$ cat config.mk
export PLATFORM = sky130hd
export DESIGN_NAME = sfp_rx_guard
export DESIGN_NICKNAME = d
export VERILOG_FILES = /design/src/rtl/sfp_pkg.sv /design/src/rtl/sfp_rx_fifo.sv /design/src/rtl/sfp_rx_guard.sv
export SDC_FILE = /design/constraint.sdc
export NUM_CORES = 1
export LEC_CHECK = 0
export ABC_AREA = 1
export BUFFER_PORTS_ARGS = -buffer_cell sky130_fd_sc_hd__buf_2
export CORE_MARGIN = 2
export CORE_UTILIZATION = 50
export DETAILED_ROUTE_END_ITERATION = 10
export GPL_TIMING_DRIVEN = 0
export HOLD_SLACK_MARGIN = 0.06
export PLACE_DENSITY = 0.69
export SETUP_SLACK_MARGIN = 0.1
export SKIP_CTS_REPAIR_TIMING = 1
export SYNTH_ARGS = -nofsm -noshare
export SYNTH_HDL_FRONTEND = slang
export SYNTH_HIERARCHICAL = 1
export SYNTH_SLANG_ARGS = --single-unit
$ cat constraint.sdc
create_clock -name i_clk -period 6.9 [get_ports i_clk]
set_clock_uncertainty 0.1 [all_clocks]
set_input_delay 0.345 -clock i_clk [delete_from_list [all_inputs] [get_ports i_clk]]
set_output_delay 0.345 -clock i_clk [all_outputs]
set_load 0.02 [all_outputs]
$ cat src/rtl/sfp_pkg.sv
// Shared constants for the SFP receive path.
//   SFP_SYNC_BYTE / SFP_ID_BCAST : framing constants
//   SFP_*_MSB/LSB                : field positions inside a 64-bit word
//   SFP_CNT_W, sfp_cnt_t         : status counter width and type
//   sfp_sat_inc                  : saturating counter increment
package sfp_pkg;

  localparam int unsigned SFP_DATA_W = 64;
  localparam int unsigned SFP_CNT_W  = 16;

  localparam logic [7:0] SFP_SYNC_BYTE = 8'hA5;
  localparam logic [1:0] SFP_ID_BCAST  = 2'b11;

  localparam int unsigned SFP_SYNC_MSB = 63;
  localparam int unsigned SFP_SYNC_LSB = 56;
  localparam int unsigned SFP_DEST_MSB = 55;
  localparam int unsigned SFP_DEST_LSB = 54;
  localparam int unsigned SFP_SEQ_MSB  = 53;
  localparam int unsigned SFP_SEQ_LSB  = 48;

  typedef logic [SFP_CNT_W-1:0] sfp_cnt_t;

  function automatic sfp_cnt_t sfp_sat_inc(input sfp_cnt_t cnt, input logic en);
    if (en && (cnt != '1)) begin
      return cnt + sfp_cnt_t'(1);
    end
    return cnt;
  endfunction

endpackage

$ cat src/rtl/sfp_rx_fifo.sv
// Single-clock FIFO with a registered first-word-fall-through output stage.
//   i_clk, i_rst       : clock, asynchronous active-high reset
//   i_flush            : drop all stored words and the output word
//   i_push, i_wdata    : write request (ignored while o_full)
//   o_full             : no room for a push this cycle (already accounts for a pop)
//   o_tdata, o_tvalid  : registered AXI-Stream output
//   i_tready           : downstream ready
// The output register counts toward Depth, so at most Depth words are held in total.
module sfp_rx_fifo
  import sfp_pkg::*;
#(
  parameter int unsigned Depth = 16,
  parameter int unsigned DataW = SFP_DATA_W
) (
  input  logic             i_clk,
  input  logic             i_rst,
  input  logic             i_flush,
  input  logic             i_push,
  input  logic [DataW-1:0] i_wdata,
  output logic             o_full,
  output logic [DataW-1:0] o_tdata,
  output logic             o_tvalid,
  input  logic             i_tready
);

  localparam int unsigned AW = $clog2(Depth);
  localparam logic [AW:0] DepthCnt = (AW+1)'(Depth);
  localparam logic [AW:0] CntOne   = (AW+1)'(1);

  logic [DataW-1:0] mem_q [Depth];
  logic [AW-1:0]    wr_ptr_q, rd_ptr_q;
  logic [AW:0]      cnt_q, cnt_d, occ;
  logic             out_valid_q;
  logic [DataW-1:0] out_data_q;
  logic             pop, load, do_push;

  always_comb begin
    pop     = out_valid_q && i_tready;
    // Refill the output register whenever it is empty or being drained.
    load    = (cnt_q != '0) && (!out_valid_q || pop);
    occ     = cnt_q + {{AW{1'b0}}, out_valid_q};
    // A pop in the same cycle frees a slot, so a push into a full FIFO still lands.
    o_full  = (occ == DepthCnt) && !pop;
    do_push = i_push && !o_full;
    cnt_d   = cnt_q;
    if (do_push) cnt_d = cnt_d + CntOne;
    if (load)    cnt_d = cnt_d - CntOne;
  end

  always_ff @(posedge i_clk or posedge i_rst) begin
    if (i_rst) begin
      wr_ptr_q    <= '0;
      rd_ptr_q    <= '0;
      cnt_q       <= '0;
      out_valid_q <= 1'b0;
      out_data_q  <= '0;
    end else if (i_flush) begin
      wr_ptr_q    <= '0;
      rd_ptr_q    <= '0;
      cnt_q       <= '0;
      out_valid_q <= 1'b0;
    end else begin
      cnt_q <= cnt_d;
      if (do_push) wr_ptr_q <= wr_ptr_q + AW'(1);
      if (load) begin
        rd_ptr_q    <= rd_ptr_q + AW'(1);
        out_data_q  <= mem_q[rd_ptr_q];
        out_valid_q <= 1'b1;
      end else if (pop) begin
        out_valid_q <= 1'b0;
      end
    end
  end

  always_ff @(posedge i_clk) begin
    if (do_push && !i_flush) mem_q[wr_ptr_q] <= i_wdata;
  end

  assign o_tdata  = out_data_q;
  assign o_tvalid = out_valid_q;

endmodule

$ cat src/rtl/sfp_rx_guard.sv
// Receive guard between Aurora RX (no backpressure) and the SFP handler stream.
// Registers each RX beat, drops words with a bad sync byte or foreign destination,
// buffers accepted words in sfp_rx_fifo, tracks sequence continuity and link silence.
//   i_clk, i_rst               : clock, asynchronous active-high reset
//   i_channel_up, i_sfp_id     : link status, local node ID
//   i_stat_clr                 : clears counters, sticky flag and sequence tracker
//   s_rx_tdata/tvalid          : Aurora RX input
//   m_sfp_tdata/tvalid/tready  : registered output stream
//   o_*_cnt                    : saturating 16-bit status counters
//   o_link_timeout, o_ovf_sticky : status flags
module sfp_rx_guard
  import sfp_pkg::*;
#(
  parameter int unsigned FIFO_DEPTH  = 16,
  parameter int unsigned TIMEOUT_CYC = 200000
) (
  input  logic                  i_clk,
  input  logic                  i_rst,
  input  logic                  i_channel_up,
  input  logic [1:0]            i_sfp_id,
  input  logic                  i_stat_clr,
  input  logic [SFP_DATA_W-1:0] s_rx_tdata,
  input  logic                  s_rx_tvalid,
  output logic [SFP_DATA_W-1:0] m_sfp_tdata,
  output logic                  m_sfp_tvalid,
  input  logic                  m_sfp_tready,
  output logic [SFP_CNT_W-1:0]  o_rx_ok_cnt,
  output logic [SFP_CNT_W-1:0]  o_drop_sync_cnt,
  output logic [SFP_CNT_W-1:0]  o_drop_id_cnt,
  output logic [SFP_CNT_W-1:0]  o_seq_err_cnt,
  output logic [SFP_CNT_W-1:0]  o_ovf_cnt,
  output logic                  o_link_timeout,
  output logic                  o_ovf_sticky
);

  localparam int unsigned   WdW     = $clog2(TIMEOUT_CYC + 1);
  localparam logic [WdW-1:0] WdLimit = WdW'(TIMEOUT_CYC);

  logic                  beat_valid_q;
  logic [SFP_DATA_W-1:0] beat_data_q;
  logic [7:0]            beat_sync;
  logic [1:0]            beat_dest;
  logic [5:0]            beat_seq;

  logic live, sync_ok, id_ok, accept, fifo_full;
  logic ok_evt, ovf_evt, drop_sync_evt, drop_id_evt, seq_err_evt;

  logic       seq_first_q, seq_first_d;
  logic [5:0] seq_exp_q, seq_exp_d;

  sfp_cnt_t ok_q, ok_d, dsync_q, dsync_d, did_q, did_d, serr_q, serr_d, ovf_q, ovf_d;
  logic     sticky_q, sticky_d;
  logic [WdW-1:0] wd_q, wd_d;

  assign beat_sync = beat_data_q[SFP_SYNC_MSB:SFP_SYNC_LSB];
  assign beat_dest = beat_data_q[SFP_DEST_MSB:SFP_DEST_LSB];
  assign beat_seq  = beat_data_q[SFP_SEQ_MSB:SFP_SEQ_LSB];

  always_comb begin
    // A beat captured just before the link fell is discarded with the flush.
    live          = beat_valid_q && i_channel_up;
    sync_ok       = (beat_sync == SFP_SYNC_BYTE);
    id_ok         = (beat_dest == i_sfp_id) || (beat_dest == SFP_ID_BCAST);
    accept        = live && sync_ok && id_ok;
    drop_sync_evt = live && !sync_ok;
    drop_id_evt   = live && sync_ok && !id_ok;
    ok_evt        = accept && !fifo_full;
    ovf_evt       = accept && fifo_full;
    seq_err_evt   = accept && !seq_first_q && (beat_seq != seq_exp_q);

    seq_first_d = seq_first_q;
    seq_exp_d   = seq_exp_q;
    if (i_stat_clr || !i_channel_up) begin
      seq_first_d = 1'b1;
    end else if (accept) begin
      seq_first_d = 1'b0;
      seq_exp_d   = beat_seq + 6'd1;
    end

    if (i_stat_clr) begin
      ok_d     = '0;
      dsync_d  = '0;
      did_d    = '0;
      serr_d   = '0;
      ovf_d    = '0;
      sticky_d = 1'b0;
    end else begin
      ok_d     = sfp_sat_inc(ok_q, ok_evt);
      dsync_d  = sfp_sat_inc(dsync_q, drop_sync_evt);
      did_d    = sfp_sat_inc(did_q, drop_id_evt);
      serr_d   = sfp_sat_inc(serr_q, seq_err_evt);
      ovf_d    = sfp_sat_inc(ovf_q, ovf_evt);
      sticky_d = sticky_q || ovf_evt;
    end

    wd_d = wd_q;
    if (!i_channel_up || s_rx_tvalid) begin
      wd_d = '0;
    end else if (wd_q != WdLimit) begin
      wd_d = wd_q + WdW'(1);
    end
  end

  always_ff @(posedge i_clk or posedge i_rst) begin
    if (i_rst) begin
      beat_valid_q <= 1'b0;
      beat_data_q  <= '0;
      seq_first_q  <= 1'b1;
      seq_exp_q    <= '0;
      ok_q         <= '0;
      dsync_q      <= '0;
      did_q        <= '0;
      serr_q       <= '0;
      ovf_q        <= '0;
      sticky_q     <= 1'b0;
      wd_q         <= '0;
    end else begin
      beat_valid_q <= s_rx_tvalid && i_channel_up;
      if (s_rx_tvalid) beat_data_q <= s_rx_tdata;
      seq_first_q  <= seq_first_d;
      seq_exp_q    <= seq_exp_d;
      ok_q         <= ok_d;
      dsync_q      <= dsync_d;
      did_q        <= did_d;
      serr_q       <= serr_d;
      ovf_q        <= ovf_d;
      sticky_q     <= sticky_d;
      wd_q         <= wd_d;
    end
  end

  sfp_rx_fifo #(
    .Depth (FIFO_DEPTH),
    .DataW (SFP_DATA_W)
  ) u_fifo (
    .i_clk    (i_clk),
    .i_rst    (i_rst),
    .i_flush  (!i_channel_up),
    .i_push   (accept),
    .i_wdata  (beat_data_q),
    .o_full   (fifo_full),
    .o_tdata  (m_sfp_tdata),
    .o_tvalid (m_sfp_tvalid),
    .i_tready (m_sfp_tready)
  );

  assign o_rx_ok_cnt     = ok_q;
  assign o_drop_sync_cnt = dsync_q;
  assign o_drop_id_cnt   = did_q;
  assign o_seq_err_cnt   = serr_q;
  assign o_ovf_cnt       = ovf_q;
  assign o_ovf_sticky    = sticky_q;
  assign o_link_timeout  = i_channel_up && (wd_q == WdLimit);

endmodule

# == Word-level counts from Yosys, hierarchy flattened ==
# Memory sizes are Yosys's and may differ from the RTL's. A register that Yosys moved wholly into a read port is not among the register bits.
# Cells that the tools add are included.
# classes
n_addsub,12
mul,0
div,0
order_cmp,0
eq_ne,15
shifts,0
muxes,42
bitwise,1
reduce_logical,42
# op_table
op,count
16-bit 2-to-1 mux,15
"16-bit by 1-bit adder with 16-bit output, second input constant",5
"16-bit inequality test, second input constant",5
18-bit 2-to-1 mux,2
1-bit logical AND,20
"18-bit by 1-bit adder with 18-bit output, second input constant",1
"18-bit == test, second input constant",1
1-bit 2-to-1 mux,18
"18-bit inequality test, second input constant",1
4-bit 2-to-1 mux,4
5-bit 2-to-1 mux,3
2-bit nonzero test,7
"4-bit by 1-bit adder with 4-bit output, second input constant",2
"8-bit == test, second input constant",1
1-bit logical NOT,7
"6-bit by 1-bit adder with 6-bit output, second input constant",1
6-bit inequality test,1
5-bit by 1-bit adder with 5-bit output,1
"5-bit by 1-bit adder with 5-bit output, second input constant",1
"5-bit == test, second input constant",1
1-bit logical OR,5
5-bit nonzero test,1
"5-bit by 1-bit subtractor with 5-bit output, second input constant",1
"2-bit by 1-bit inequality test with 1-bit output, second input constant",2
other kinds (5),6
# totals
register_bits,185
latchBits,0
mem_bits_rw,1024
mem_bits_ro,0
in_bits,72
output_inout_bits,147
elab_cells,128
memories,1
# memory_table
memory,words,width,rd,rd_ports_with_merged_regs,wr,line_no,rtl
u_fifo.mem_q,16,64,1,1,1,sfp_rx_fifo.sv:30,logic [DataW-1:0] mem_q [Depth];

# == Longest topological paths before layout ==
# Gate-level depths: netlist (run 1).
# logic_depth
ltp_word,10
mapped_depth,19
ltp_nobuf,19

# == Cells and area by module ==
# Netlist (run 1), hierarchy kept.
# by_module_without_submodules
mod,instances,cells_each,area_each_um2
sfp_rx_fifo,1,3242,43016.3
sfp_rx_guard,1,1232,9237.6

# == Worst setup path after synthesis (run 1) ==
# No wires, ideal clock.
# synth_path
path_kind,register to register
start,"register u_fifo.out_valid_q, in the netlist u_fifo/o_tvalid"
end,"memory u_fifo/mem_q[5][0] (netlist name), enable pin"
setup_time_ns,0.565
arrival_ns,5.953
required_time_ns,6.235
slack_ns,0.282
stages_incl_launch_ff,13
path_buffers,0
synth_period_minus_slack_ns,6.618
cell_sequence,dfrtp_1 > ha_1 > ha_1 > inv_1 > nand2_1 > nor2_1 > nand2_1 > nor2_2 > nand2_4 > nand2_4 > nor2_4 > inv_1 > nor3_1
# synth_between
elab_chain_cells,8
word_cells_on_any_way,10
classes_between,add/sub: 1; eq/ne: 1; mux: 2; reduce/logical: 6
# synth_lines
element,line_no,rtl
from (decl),sfp_rx_fifo.sv:33,logic out_valid_q;
from (signal assigned),sfp_rx_fifo.sv:55,out_valid_q <= 1'b0;
from (signal assigned),sfp_rx_fifo.sv:61,out_valid_q <= 1'b0;
from (signal assigned),sfp_rx_fifo.sv:68,out_valid_q <= 1'b1;
5-bit by 1-bit adder with 5-bit output or 1-bit logical AND (tied branches),"sfp_rx_fifo.sv:41, sfp_rx_fifo.sv:38",
5-bit == test or 1-bit logical NOT (tied branches),sfp_rx_fifo.sv:43,o_full = (occ == DepthCnt) && !pop;
1-bit logical AND *,sfp_rx_fifo.sv:43,
1-bit logical NOT *,sfp_rx_fifo.sv:44,do_push = i_push && !o_full;
1-bit logical AND *,sfp_rx_fifo.sv:44,
1-bit logical AND *,sfp_rx_fifo.sv:76,if (do_push && !i_flush) mem_q[wr_ptr_q] <= i_wdata;
1-bit 2-to-1 mux *,sfp_rx_fifo.sv:76,
1-bit 2-to-1 mux (not written as such) *,sfp_rx_fifo.sv:76,
to (decl),sfp_rx_fifo.sv:30,
# Mark *: on every way between the ends. The rest lies on a longest branch, timed or not.

# == Final worst setup path (run 1) ==
# layout_path
start,register beat_data_q[58]
end,"memory u_fifo/mem_q[15][35] (netlist name), enable pin"
# layout_between
elab_chain_cells,7
# layout_lines
element,line_no,rtl
from (decl),sfp_rx_guard.sv:40,logic [SFP_DATA_W-1:0] beat_data_q;
from (signal assigned),sfp_rx_guard.sv:119,if (s_rx_tvalid) beat_data_q <= s_rx_tdata;
8-bit == test,sfp_rx_guard.sv:62,sync_ok = (beat_sync == SFP_SYNC_BYTE);
1-bit logical AND (2 in series),sfp_rx_guard.sv:64,accept = live && sync_ok && id_ok;
net accept,sfp_rx_guard.sv:45,"logic live, sync_ok, id_ok, accept, fifo_full;"
1-bit logical AND,sfp_rx_fifo.sv:44,
1-bit logical AND,sfp_rx_fifo.sv:76,
1-bit 2-to-1 mux,sfp_rx_fifo.sv:76,
1-bit 2-to-1 mux (not written as such),sfp_rx_fifo.sv:76,
# The timed path passes the listed nets, and every way through them passes these cells.

==> flow_metrics.tcl, run 1 <==
set metrics [dict create \
    timing.final.crit_share_pct 63.7 \
    critPathArrivalTime_ps 4740 \
    port_buffers 216 \
    yosysSeqAreaShare_pct 70.8 \
    hold_violations 0 \
    slowest_delay_ps 920 \
    num_rows 118 \
    worst_slew_pin_slew_ps 1420 \
    worstPathMaxFanout 18 \
    criticalPathCategory "reg -> reg" \
    fillCellCount 8238 \
    cts_sinks 1273 \
    synth_compound_area_share_pct 10.8 \
    ys_top_cells_by_count "edfxtp_1, nand2_1, nor2_1" \
    grt_pass1_vias 35800 \
    rsz0062_at_grt "false" \
    run_status "complete, no violations" \
    syn_inst 4474 \
    area_growth_pct 17.1 \
    irDropWorstVdd_mv 0.306 \
    synthTopCellsByArea "edfxtp_1, dfrtp_1, nand2_1, nor2_1, o21ai_0" \
    synth_fa_ha_area_share_pct 0.431 \
    antenna_left 0 \
    hold_path.class "in -> reg" \
    fmax_mhz 227 \
    synth_top_family_by_area "simple AND/OR/NAND/NOR gates" \
    dp_hpwl_um 101000 \
    cts_buffers 131 \
    routed_wl_um 150000 \
    track_usage_pct 27.7 \
    dieArea_um2 107000 \
    drive_gt1_share_pct 14.0 \
    crit_path_frequent_cell "buf_6" \
    report.final.slew_viol_count 0 \
    final_util_pct 59.1 \
    maxCapViolations 0 \
    ys.flop_type "edfxtp_1" \
    core_area_um2 104000 \
    tns_ps 0 \
    avgSynthCellArea_um2 11.7 \
    drt_iter0_drc 4626 \
    layout.nets 5056 \
    fp.dieH_um 327 \
    synth_area_um2 52300 \
    setup_viol 0 \
    gr-total-overflow 0 \
    clock_path_buffers 3 \
    start_kind "register" \
    required_ps 7240 \
    leakage_nw 22.9 \
    antenna_found_initial 7 \
    slew_headroom_pct 5.03 \
    ys_ff_latch 1273 \
    postSynth.asyncResetShare_pct 19.6 \
    crit_path_end_kind "register" \
    htree_levels 4 \
    synth_edf_count 1024 \
    synth_warnings 6 \
    fp.dieW_um 327 \
    cts-root-buf "clkbuf_16" \
    via_per_inst 5.83 \
    muxShareOfSynthArea_pct 0.536 \
    yosysTopAreaCell "edfxtp_1" \
    drtPass1Iterations 5 \
    initial_core_util_pct 50.4 \
    period_minus_slack_ps 4400 \
    avgRoutedWirePerCell_um 23.3 \
    synth.most_common_cell "edfxtp_1" \
    synth.distinct_cells 48 \
    drcViolationCount 0 \
    io-pin-count 219 \
    path_cells "nand2_1 > nor2_2 > nand3_4 > nor2_8 > buf_2 > nand2_4 > nor2_4 > inv_1 > nor3_2 > buf_6 > buf_6 > buf_6 > buf_6" \
    clk_pin_slew_worst_paths_ps 60 \
    cts_tree "done" \
    powerDensity_nw_per_um2 361 \
    grt_pass1_wl_um 222000 \
    syn_nets 4564 \
    yosysTopAreaCellShare_pct 58.8 \
    synthSimpleGateAreaFrac_pct 13.2 \
    synth_xor_area_share_pct 0.788 \
    clk_latency_ps 760 \
    num_vias 37700 \
    cp_slowest_cell "dfrtp_1" \
    grt_max_degree 101 \
    gp_congestion 0.888 \
]
-- worst max-delay path, delay by kind of cell (launching register included) --
family,cells,cell delay (ps)
AND/OR/NAND/NOR,7,1770
buffers and inverters,6,1240
flip-flops,1,920
-- cell usage in the layout, fill, tap and decap left out, types with 28 or more instances in the layout --
cell           count
mux2i_1           28
nand3_1           95
clkbuf_16        131
dlygate4sd3_1     68
edfxtp_1        1024
inv_1            125
dfrtp_1          248
nor2_1           702
xor2_1            37
nand4_1           48
buf_4             33
a21oi_1           73
buf_6             61
o21ai_0          489
nand2_1          738
o22ai_1          279
buf_2            291
o21ai_1          158
clkbuf_1         155
-- cell families (layout without fill, tap and decap cells) --
logic type / Yosys count / in the layout
AND/OR/NAND/NOR: 1680 / 1680
flip-flops: 1273 / 1273
AO/OA/AOI/OAI: 1027 / 1027
buffers and inverters: 401 / 999
XOR/XNOR: 47 / 47
multiplexers: 28 / 28
adder cells (fa/ha/maj): 18 / 18
other: 0 / 8
-- power by group --
group	switching [W]	internal [W]
clock network	0.00309	0.00396
registers	0.000306	0.00863
logic	0.00435	0.00178
total	0.00774	0.0144
-- area by class of cell --
type | instances | area (um^2) | area share [%]
sequential | 1273 | 37000 | 60.4
multi-input combinational | 2800 | 13500 | 22.1
clock buffer | 175 | 3550 | 5.80
timing repair buffer | 359 | 2790 | 4.56
tap | 1380 | 1730 | 2.82
buffer | 258 | 1300 | 2.12
clock inverter | 64 | 758 | 1.24
inverter | 143 | 552 | 0.901
antenna | 8 | 20.0 | 0.0327
-- registers in the layout (all words and copies together), names as in the netlist --
signal           flops
o_drop_id_cnt       16
o_drop_sync_cnt     16
o_ovf_cnt           16
beat_valid_q         1
wd_q                18
u_fifo/o_tvalid      1
o_seq_err_cnt       16
beat_data_q         64
u_fifo/o_tdata      64
seq_exp_q            6
u_fifo/rd_ptr_q      4
u_fifo/wr_ptr_q      4
seq_first_q          1
o_ovf_sticky         1
o_rx_ok_cnt         16
u_fifo/mem_q      1024
u_fifo/cnt_q         5
-- through the flow --
step	hold slack [ps]	area, um^2	instances	setup slack (ps)	power, W
6_report	124	61200	6460	2500	0.0221
5_1_grt	162	61200	6456	2290	0.0230
2_1_floorplan	349	52300	4474	282	0.0127
3_3_place_gp	358	55100	6070	-5060	0.0149
3_5_place_dp	360	56200	6145	2540	0.0150
4_1_cts	-400	60500	6384	2490	0.0220
-- metal layers --
layer,track usage [%],up-vias,share of wire [%]
met5,0,-,0
met4,11.7,0,4.0
met3,6.44,314,11
met2,43.0,2100,46
met1,37.7,18300,39
li1,-,16900,-
-- worst paths after layout --
kind | startpoint | endpoint | slack, ps | cells past startpoint
min in group asynchronous | i_rst | o_drop_id_cnt[9] | 170 | 3
max in group asynchronous | i_rst | seq_exp_q[4] | 5540 | 4
worst max register to register | beat_data_q[58] | u_fifo/mem_q[15][35] | 2500 | 13
worst max-delay path | beat_data_q[58] | u_fifo/mem_q[15][35] | 2500 | 13
worst min-delay path | i_sfp_id[1] | o_drop_id_cnt[6] | 120 | 7
worst min register to register | u_fifo/o_tdata[24] | u_fifo/o_tdata[24] | 370 | 2
(Power assumes the default switching activity.)
==> inputs of run 2 (changes only) <==
--- a/config.mk
+++ b/config.mk
@@ -5,7 +5,7 @@
 export SDC_FILE = /design/constraint.sdc
 export NUM_CORES = 1
 export LEC_CHECK = 0
-export ABC_AREA = 1
+export ABC_AREA = 0
 export BUFFER_PORTS_ARGS = -buffer_cell sky130_fd_sc_hd__buf_2
 export CORE_MARGIN = 2
 export CORE_UTILIZATION = 50
==> constraint.sdc (replaced) <==
create_clock -name i_clk -period 3.53 [get_ports i_clk]
set_clock_uncertainty 0.1 [all_clocks]
set_input_delay 0.1765 -clock i_clk [delete_from_list [all_inputs] [get_ports i_clk]]
set_output_delay 0.1765 -clock i_clk [all_outputs]
set_load 0.02 [all_outputs]
==> run 2 against run 1 <==
The run now ends with negative setup slack left; die area is 4.3% lower; first-iteration DRC count is 38% lower; critical path depth decreased by 7; via count down 29%; clock-buffer cell count fell by 8; sequential share of layout area increased by 1.4 points; largest cell class unchanged; largest power group unchanged; highest routed layer is now met5.
==> flow_metrics.tcl, run 2 <==
set metrics [dict create \
    synth_edf_count 1024 \
    required_ps 4040 \
    gp_congestion 0.837 \
    ys.flop_type "edfxtp_1" \
    track_usage_pct 22.9 \
    layout.nets 3078 \
    htree_levels 4 \
    postSynth.asyncResetShare_pct 19.6 \
    final_util_pct 60.6 \
    report.final.slew_viol_count 0 \
    fmax_mhz 274 \
    port_buffers 218 \
    synth.most_common_cell "edfxtp_1" \
    finalWorstSetupSlack_ps -117 \
    diodes 0 \
    gr-total-overflow 0 \
    initial_core_util_pct 50.6 \
    final_common_cell "edfxtp_1" \
    final_cell_mix "edfxtp_1, mux4_2, dfrtp_1, buf_2, clkbuf_16" \
    run_status "finished, violations left" \
    avgSynthCellArea_um2 20.6 \
    dp_cells 3964 \
    drtPass1Iterations 5 \
    grt_max_degree 65 \
    critPathArrivalTime_ps 4160 \
    largest_reg_flops 1024 \
    drive_gt1_share_pct 35.5 \
    core_area_um2 98700 \
    layout.cells.non_filler 4375 \
    area_growth_pct 19.7 \
    setup_viol 36 \
    yosysSeqAreaShare_pct 74.0 \
    via_per_inst 6.08 \
    fp.dieW_um 320 \
    num_rows 115 \
    criticalPathCategory "reg -> reg" \
    syn_nets 2512 \
    worst_slew_pin_slew_ps 1160 \
    num_vias 26600 \
    powerDensity_nw_per_um2 655 \
    io-pin-count 219 \
    clk_pin_slew_worst_paths_ps 60 \
    start_kind "register" \
    antenna_found_initial 4 \
    drt_iter0_drc 2860 \
    dieArea_um2 102000 \
    met1_usage_pct 30.9 \
    syn_inst 2422 \
    hold_path.class "in -> async" \
    ys_ff_latch 1273 \
    power_w 0.0392 \
    ys_top_cells_by_count "edfxtp_1, mux4_2, dfrtp_1" \
    grt_use_met3_pct 6.00 \
    irDropWorstVdd_mv 0.390 \
    worstPathMaxFanout 10 \
    period_minus_slack_ps 3650 \
    routed_wl_um 127000 \
    yosysTopAreaCellShare_pct 61.5 \
    grt_pass1_wl_um 171000 \
    maxCapViolations 0 \
    grt_pass1_vias 26500 \
    fp.dieH_um 320 \
    avgRoutedWirePerCell_um 29.1 \
    synth_warnings 6 \
    violations "negative setup slack" \
    globalRouteMet2Util_pct 37.4 \
    top_register "u_fifo/mem_q" \
    crit_path_end_kind "register" \
    antenna_left 0 \
    timing.final.crit_share_pct 103 \
    synth.distinct_cells 64 \
    hold_violations 0 \
    cts_buffers 130 \
    clock_path_buffers 3 \
    yosysTopAreaCell "edfxtp_1" \
    cts-root-buf "clkbuf_16" \
    top_usage_layer "met2" \
    synthTopCellsByArea "edfxtp_1, mux4_2, dfrtp_1, mux2_2, xor2_1" \
    cts_tree "done" \
    clk_latency_ps 730 \
    cts_sinks 1273 \
    synth_area_um2 50000 \
    leakage_nw 20.3 \
    drcViolationCount 0 \
    rsz0062_at_grt "true" \
    dp_hpwl_um 70500 \
    slew_headroom_pct 22.5 \
]
[run 2: cell count changes in the layout (fill, tap and decap cells not counted), sizes merged, moves of 38 or more]
cell	previous run	this run
clkbuf	310	232
o21ai	651	22
mux2	0	131
o22ai	279	0
a21oi	75	37
nor2	731	112
nand2	756	45
inv	147	31
nand3	99	46
mux4	0	320
[run 2: logic make-up after synthesis]
logic type,share of synthesized area (%)
multiplexers,17.5
AO/OA/AOI/OAI,0.904
XOR/XNOR,1.65
flip-flops,74.0
buffers and inverters,1.47
adder cells (fa/ha/maj),0.451
AND/OR/NAND/NOR,3.99
[run 2: final timing paths]
| path | from | to | slack (ps) | cells past startpoint |
|---|---|---|---|---|
| worst max register to register | u_fifo/rd_ptr_q[1] | u_fifo/o_tdata[5] | -120 | 6 |
| min in group i_clk | s_rx_tvalid | wd_q[14] | 100 | 4 |
| max in group asynchronous | i_rst | o_ovf_cnt[9] | 1350 | 8 |
| worst min-delay path | i_rst | u_fifo/o_tdata[27] | 40 | 3 |
| worst max-delay path | u_fifo/rd_ptr_q[1] | u_fifo/o_tdata[5] | -120 | 6 |
| worst min register to register | beat_data_q[58] | u_fifo/mem_q[10][58] | 390 | 0 |
[run 2: cell type report]
cell class / instances / area, um^2
sequential: 1273 / 37000
multi-input combinational: 1033 / 12600
clock inverter: 65 / 699
timing repair buffer: 416 / 3620
clock buffer: 167 / 3520
tap: 1287 / 1610
buffer: 109 / 676
fill: 6850 / 38900
inverter: 25 / 108
[run 2: through the flow]
step                      setup WS, ps  setup TNS [ps]  instance area [um^2]  hold slack, ps
final                             -117           -1290                 59800            36.4
after detailed placement          -786         -296880                 53600             192
after CTS                         -789         -298620                 57800            -594
after global placement           -3670        -1597910                 52800             308
after floorplan                   -684          -82480                 50100             211
after global routing             -96.7           -2100                 59800            97.6
[run 2: power breakdown]
part           total, W  switching [W]  internal (W)
registers        0.0175       0.000570        0.0169
clock network    0.0136        0.00568       0.00795
logic           0.00805        0.00408       0.00397
total            0.0392         0.0103        0.0288
[run 2: worst max-delay path: stages, from the launching register on]
cell             delay [ps]
dfrtp_1                 350
clkbuf_1                280
clkdlybuf4s15_1         780
buf_1                   790
mux4_2                  420
mux4_2                  520
mux2_2                  280
[run 2: routing by layer]
layer	share of wire [%]	wire length, um	up-vias
li1	-	-	11000
met1	38	48800	14100
met2	49	62600	1303
met3	9.6	12200	200
met4	2.8	3620	6
met5	0.048	61	-
